===== src/rtl/instruction_fetch_unit.sv =====
// Instruction fetch unit: fetches one word per instruction from synchronous instruction memory,
// holds it in IR with decoded fields, and advances the PC (optionally branching) on updPC edges.
module instruction_fetch_unit #(
    parameter logic [31:0] NOP_WORD = 32'h94000000
) (
    input  logic        clk,
    input  logic        rst,
    input  logic        updPC,
    input  logic [2:0]  brOp,
    input  logic [31:0] rsVal,
    output logic [31:0] imemAddr,
    input  logic [31:0] imemData,
    output logic [5:0]  opcode,
    output logic [4:0]  rs,
    output logic [4:0]  rt,
    output logic [4:0]  rd,
    output logic [4:0]  func,
    output logic [31:0] imm,
    output logic [31:0] pc,
    output logic        instrValid,
    output logic        brTaken
);

    typedef enum logic [1:0] {StFetch, StWait, StHold} state_e;

    state_e      state_q;
    logic [31:0] pc_q;
    logic [31:0] ir_q;
    logic [31:0] instr_pc_q;
    logic        valid_q;
    logic        br_taken_q;
    logic        upd_prev_q;

    logic        taken;
    logic        upd_edge;
    logic [31:0] branch_off;
    logic [31:0] next_pc;

    always_comb begin
        taken = 1'b0;
        case (brOp)
            3'b001:  taken = 1'b1;
            3'b010:  taken = rsVal[31];
            3'b011:  taken = ~rsVal[31] & (rsVal != 32'd0);
            3'b100:  taken = (rsVal == 32'd0);
            default: taken = 1'b0;
        endcase
    end

    assign upd_edge   = updPC & ~upd_prev_q;
    assign branch_off = {{11{ir_q[20]}}, ir_q[20:0]};
    assign next_pc    = pc_q + 32'd1 + (taken ? branch_off : 32'd0);

    // Edge history tracks updPC in every state so a level held across a refetch cannot retrigger.
    always_ff @(posedge clk) begin
        if (rst) begin
            state_q    <= StFetch;
            pc_q       <= 32'd0;
            ir_q       <= NOP_WORD;
            instr_pc_q <= 32'd0;
            valid_q    <= 1'b0;
            br_taken_q <= 1'b0;
            upd_prev_q <= 1'b0;
        end else begin
            upd_prev_q <= updPC;
            br_taken_q <= 1'b0;
            case (state_q)
                StFetch: state_q <= StWait;
                StWait: begin
                    ir_q       <= imemData;
                    instr_pc_q <= pc_q;
                    valid_q    <= 1'b1;
                    state_q    <= StHold;
                end
                StHold: begin
                    if (upd_edge) begin
                        pc_q       <= next_pc;
                        valid_q    <= 1'b0;
                        br_taken_q <= taken;
                        state_q    <= StFetch;
                    end
                end
                default: state_q <= StFetch;
            endcase
        end
    end

    assign imemAddr   = pc_q;
    assign opcode     = ir_q[31:26];
    assign rs         = ir_q[25:21];
    assign rt         = ir_q[20:16];
    assign rd         = ir_q[15:11];
    assign func       = ir_q[4:0];
    assign imm        = {{16{ir_q[15]}}, ir_q[15:0]};
    assign pc         = instr_pc_q;
    assign instrValid = valid_q;
    assign brTaken    = br_taken_q;

endmodule


===== config.mk =====
export PLATFORM = sky130hd
export DESIGN_NAME = instruction_fetch_unit
export DESIGN_NICKNAME = d
export VERILOG_FILES = /design/src/rtl/instruction_fetch_unit.sv
export SDC_FILE = /design/constraint.sdc
export NUM_CORES = 1
export LEC_CHECK = 0
export ABC_AREA = 1
export CORE_ASPECT_RATIO = 0.5
export CORE_MARGIN = 2
export CORE_UTILIZATION = 40
export CTS_CLUSTER_SIZE = 28
export DETAILED_ROUTE_END_ITERATION = 10
export PLACE_DENSITY_LB_ADDON = 0.08
export SETUP_SLACK_MARGIN = 0.02
export SLEW_MARGIN = 20
export SYNTH_ARGS = -nofsm -noshare
export SYNTH_HDL_FRONTEND = slang
export SYNTH_SLANG_ARGS = --single-unit

===== constraint.sdc =====
create_clock -name clk -period 4.5 [get_ports clk]
set_clock_uncertainty 0.1 [all_clocks]
set_input_delay 0.45 -clock clk [delete_from_list [all_inputs] [get_ports clk]]
set_output_delay 0.45 -clock clk [all_outputs]
set_load 0.01 [all_outputs]

# After elaboration in Yosys (flattened, before gate mapping)
# Cells that the tools add are included.
# totals
ff_bits	101
out_inout_bits	124
# classes
add_sub_neg	2
eq_ne	7
n_mux	6
bitwise	6
n_reduce_logical	7
# op_table
operator	count
32-bit by 1-bit adder with 32-bit output (second input constant)	1
32-bit adder	1
32-bit logical NOT	1
32-bit two-way mux	1
32-bit nonzero test	1
3-bit by 2-bit == test with 1-bit output (second input constant)	2
2-bit case mux with 3 select lines	1
1-bit NOT	4
1-bit case mux with 4 select lines	1
2-bit AND reduction	2
3-bit by 1-bit == test with 1-bit output (second input constant)	1
3-bit == test (second input constant)	1
3-bit OR reduction	1
1-bit bitwise AND	2
2-bit by 1-bit == test with 1-bit output (second input constant)	1
2-bit == test (second input constant)	1
2-bit logical NOT	1
2-bit two-way mux	1
2-bit != test (second input constant)	1
1-bit case mux with 2 select lines	1
2-bit nonzero test	1
1-bit two-way mux	1

# Logic depth before layout (Yosys ltp)
# depth
word_depth	5
depth_mapped	25
depth_no_buf	24

# Least setup slack after synthesis
# OpenSTA, ideal clock, no wires.
# synth_timing
kind	input to register
from	in brOp[0]
to	reg pc_q[31], in the netlist imemAddr[31]
setup_ns	0.113
t_arrival_ns	2.670
required_ns	4.287
setup_slack_ns	1.617
stages	22
path_cell_list	or2_2 nand2_1 nor2_1 a21oi_1 nand2_1 inv_2 buf_4 nor2_1 ha_1 nand2_2 nor2_4 inv_1 nor2_1 nand2_1 nand2_2 nand2_1 nand2_2 nand3_2 nand2_1 nor2_1 nor2_1 nor2_1
# synth_via
elab_chain_len	4
word_cells_on_any_way	7
cone_classes	add/sub: 1; eq/ne: 4; mux: 2
# synth_lines
element	line	text
from (decl)	9	input logic [2:0] brOp,
3-bit == test (tied with other cells)	41	case (brOp)
1-bit case mux with 4 select lines *	41	
32-bit two-way mux *	52	assign next_pc = pc_q + 32'd1 + (taken ? branch_off : 32'd0);
32-bit adder *	52	
to (signal assigned)	77	pc_q <= next_pc;
to (decl)	27	logic [31:0] pc_q;
# Every way passes the cells marked *; elsewhere a longest branch is shown, timed or not.
# A chain may end at the register's enable or synchronous reset.

# Worst setup path after layout
# layout_timing
from	in brOp[0]
to	reg pc_q[28], in the netlist imemAddr[28]
# Same word-level chain as after synthesis.

==> results.json <==
{
  "crit_chain": "clkdlybuf4s50_1 -> or2_2 -> nand2_1 -> nor2_1 -> a21oi_1 -> nand2_1 -> inv_2 -> nor2_1 -> ha_1 -> nand2_1 -> nor2_1 -> nand3_1 -> nand3_1 -> nand4_1 -> nand2_1 -> a21oi_1 -> o21ai_0 -> nand2_1 -> inv_1",
  "synth_top_cell_area_share_pct": 33.8,
  "synthTopCellsByArea": "dfxtp_1 (34%), o21ai_0 (9.5%), nand2_1 (9.2%), inv_1 (7.8%), nor2_1 (7.7%)",
  "ant_nets": 0,
  "dp_hpwl_mm": 14.6,
  "cts_buffer_depth": 2,
  "maxSlewHeadroom_pct": 34.0,
  "ys_ff_latch": 101,
  "port_buffers": 193,
  "critical_path.max_fanout": 19,
  "synthesis.area_mm2": 0.00598,
  "final.setup.tns_ns": 0,
  "firstDrtPassIters": 5,
  "clock_tree.root_cell": "clkbuf_16",
  "drc": 0,
  "path_depth": 19,
  "fmax_ghz": 0.267,
  "ys_top_cells_by_count": "nand2_1 (146), inv_1 (124), nor2_1 (123)",
  "yosys.area.top_type": "dfxtp_1",
  "crit_path_top_delay_cell": "clkdlybuf4s50_1",
  "ys_types": 42,
  "setup_violations": 0,
  "syn_area_per_cell_um2": 6.69,
  "p_int_uw": 1660,
  "ys_seq_area_share_pct": 33.8,
  "grtUsageTotal_pct": 23.7,
  "crit_family": "simple AND/OR/NAND/NOR gates",
  "peakVddDrop_mv": 0.172,
  "vias": 6183,
  "drt_iter0_markers": 338,
  "drive_gt1_share_pct": 4.28,
  "synth_nets": 996,
  "cts_sinks": 101,
  "post_cts_buffers": 0,
  "pwr-share-seq_pct": 42.7,
  "io_pins": 194,
  "power_density_mw_per_mm2": 293,
  "dieArea_mm2": 0.0160,
  "ys.flop_type": "dfxtp_1",
  "coreArea_mm2": 0.0145,
  "power_frac_comb_pct": 23.8,
  "wire_per_inst_um": 15.3,
  "diodes": 0,
  "gr-total-overflow": 0,
  "place_congestion": 0.881,
  "critPathBufInv": 3,
  "grt_pass1_wl_mm": 30.1,
  "worstSetupPathType": "primary input to flip-flop",
  "clock_latency_ns": 0.36,
  "total_leakage_power_uw": 0.00344,
  "cts_resized": 0,
  "numCtsBuffers": 9,
  "path_common_cell": "nand2_1",
  "die_w_um": 177,
  "grt_pass1_vias": 5722,
  "period_minus_slack_ns": 3.74,
  "synth_cells": 894,
  "synthArstFlopShare_pct": 0,
  "tightest_slew_ns": 0.987,
  "antenna_found_initial": 0,
  "path_clk_slew_ns": 0.08,
  "slew_violations": 0,
  "area_delta_synth_final_pct": 37.0,
  "final-hold-violation-count": 0,
  "yosys.cell_count.top_type": "nand2_1",
  "critPathLaunchType": "primary input",
  "cp.arrival_ns": 3.95,
  "rr_worst_depth": 5,
  "switchingPower_uw": 735,
  "detail_route.wirelength_mm": 19.1,
  "rsz0062_at_grt": "false",
  "via_per_inst": 4.95,
  "h-tree-depth": 3,
  "whs_path_depth": 1,
  "holdBufCountCts": 0,
  "nets": 1148,
  "grt_max_degree": 74,
  "fin_crit_sh_pct": 83.2,
  "cts_tree": "yes",
  "start_util_pct": 41.1,
  "slowest_delay_ns": 0.44,
  "status": "finished clean",
  "drv_cap": 0,
  "power_uw": 2400,
  "yosysWarnings": 0,
  "synth_edf_count": 0,
  "p_sw_share_pct": 30.6,
  "num_rows": 31,
  "die_h_um": 90.5,
  "cp_data_required_time_ns": 4.71,
  "hp-class": "flip-flop to flip-flop",
  "clockPowerShare_pct": 33.5,
  "cp-end-kind": "flip-flop"
}
-- area by class of cell --
cell class,instances,area [µm²]
flip-flops and latches,101,2020
repair buffers,198,1970
fillers,1441,6360
well taps,198,248
inverters,126,473
clock inverters,7,75.1
clock buffers,9,225
multi-input cells,610,3180
-- kinds of logic after synthesis --
kind of cell / count (synthesis) / share of synthesized area [%]
AO/OA/AOI/OAI: 230 / 20.4
buffers and inverters: 183 / 13.2
flip-flops: 101 / 33.8
XOR/XNOR: 16 / 2.34
AND/OR/NAND/NOR: 332 / 23.3
adder cells (fa/ha/maj): 32 / 6.82
-- per-stage QoR --
stage          instances  utilization (%)  hold WS [ns]  setup slack [ns]  cell area, µm²
6_report            1249             56.3         0.318             0.756            8190
5_1_grt             1249             56.3         0.339             0.426            8190
4_1_cts             1249             56.3         0.319             0.745            8190
3_5_place_dp        1233             54.2         0.315             0.378            7890
3_3_place_gp        1233             54.2         0.307             0.431            7890
2_1_floorplan        894                -         0.301              1.62            5980
-- final timing paths --
path                                start                   endpoint  slack [ns]
hold / removal    state_q[1]$_SDFFE_PP0P_    state_q[0]$_SDFFE_PP0P_        0.32
setup / recovery                  brOp[0]  imemAddr[28]$_SDFFE_PP0P_        0.76
hold reg to reg   state_q[1]$_SDFFE_PP0P_    state_q[0]$_SDFFE_PP0P_        0.32
setup reg to reg  state_q[0]$_SDFFE_PP0P_        pc[10]$_SDFFE_PP0P_        1.75
-- sequential cells by signal (all words and copies together) (netlist names) --
name,count
brTaken,1
imemAddr,32
instrValid,1
ir_q,32
pc,32
state_q,2
upd_prev_q,1
-- metal layers --
metal,GRT usage (%),routed length (µm),up-vias
met5,0,0,-
met4,4.27,137,0
met3,4.08,895,12
met2,39.2,8410,138
met1,32.7,9690,2876
li1,-,-,3157
-- power groups by stage --
stage | logic (µW) | registers, µW | clock network (µW)
floorplan | 257 | 1070 | 0
global placement | 568 | 1040 | 0
detailed placement | 573 | 1050 | 0
CTS | 576 | 1030 | 818
global route | 628 | 1040 | 850
finish | 571 | 1020 | 802
-- placed cells by master, fill, tap and decap left out, types with 3 or more instances in the layout --
cell type	netlist	routed
clkdlybuf4s50_1	0	193
nand2_1	146	145
nor2_1	123	123
inv_1	124	123
o21ai_0	113	113
dfxtp_1	101	101
a21oi_1	92	92
ha_1	31	31
nand3_1	27	27
o21bai_1	9	9
clkbuf_16	0	9
xnor2_1	8	8
xor2_1	8	8
nand4_1	7	7
nand2_2	5	6
nor3_1	6	6
buf_4	27	5
inv_2	2	3
or2_1	3	3
o211ai_1	3	3
inv_8	0	3
-- worst reg2reg max path, delay by kind of cell, from the launching register on --
family	cells	cell delay, ns
DFF	1	0.45
AOI/OAI and AO/OA	2	0.30
and+or+nand+nor	1	0.60
buffers and inverters	2	1.23
(Power assumes the default switching activity.)
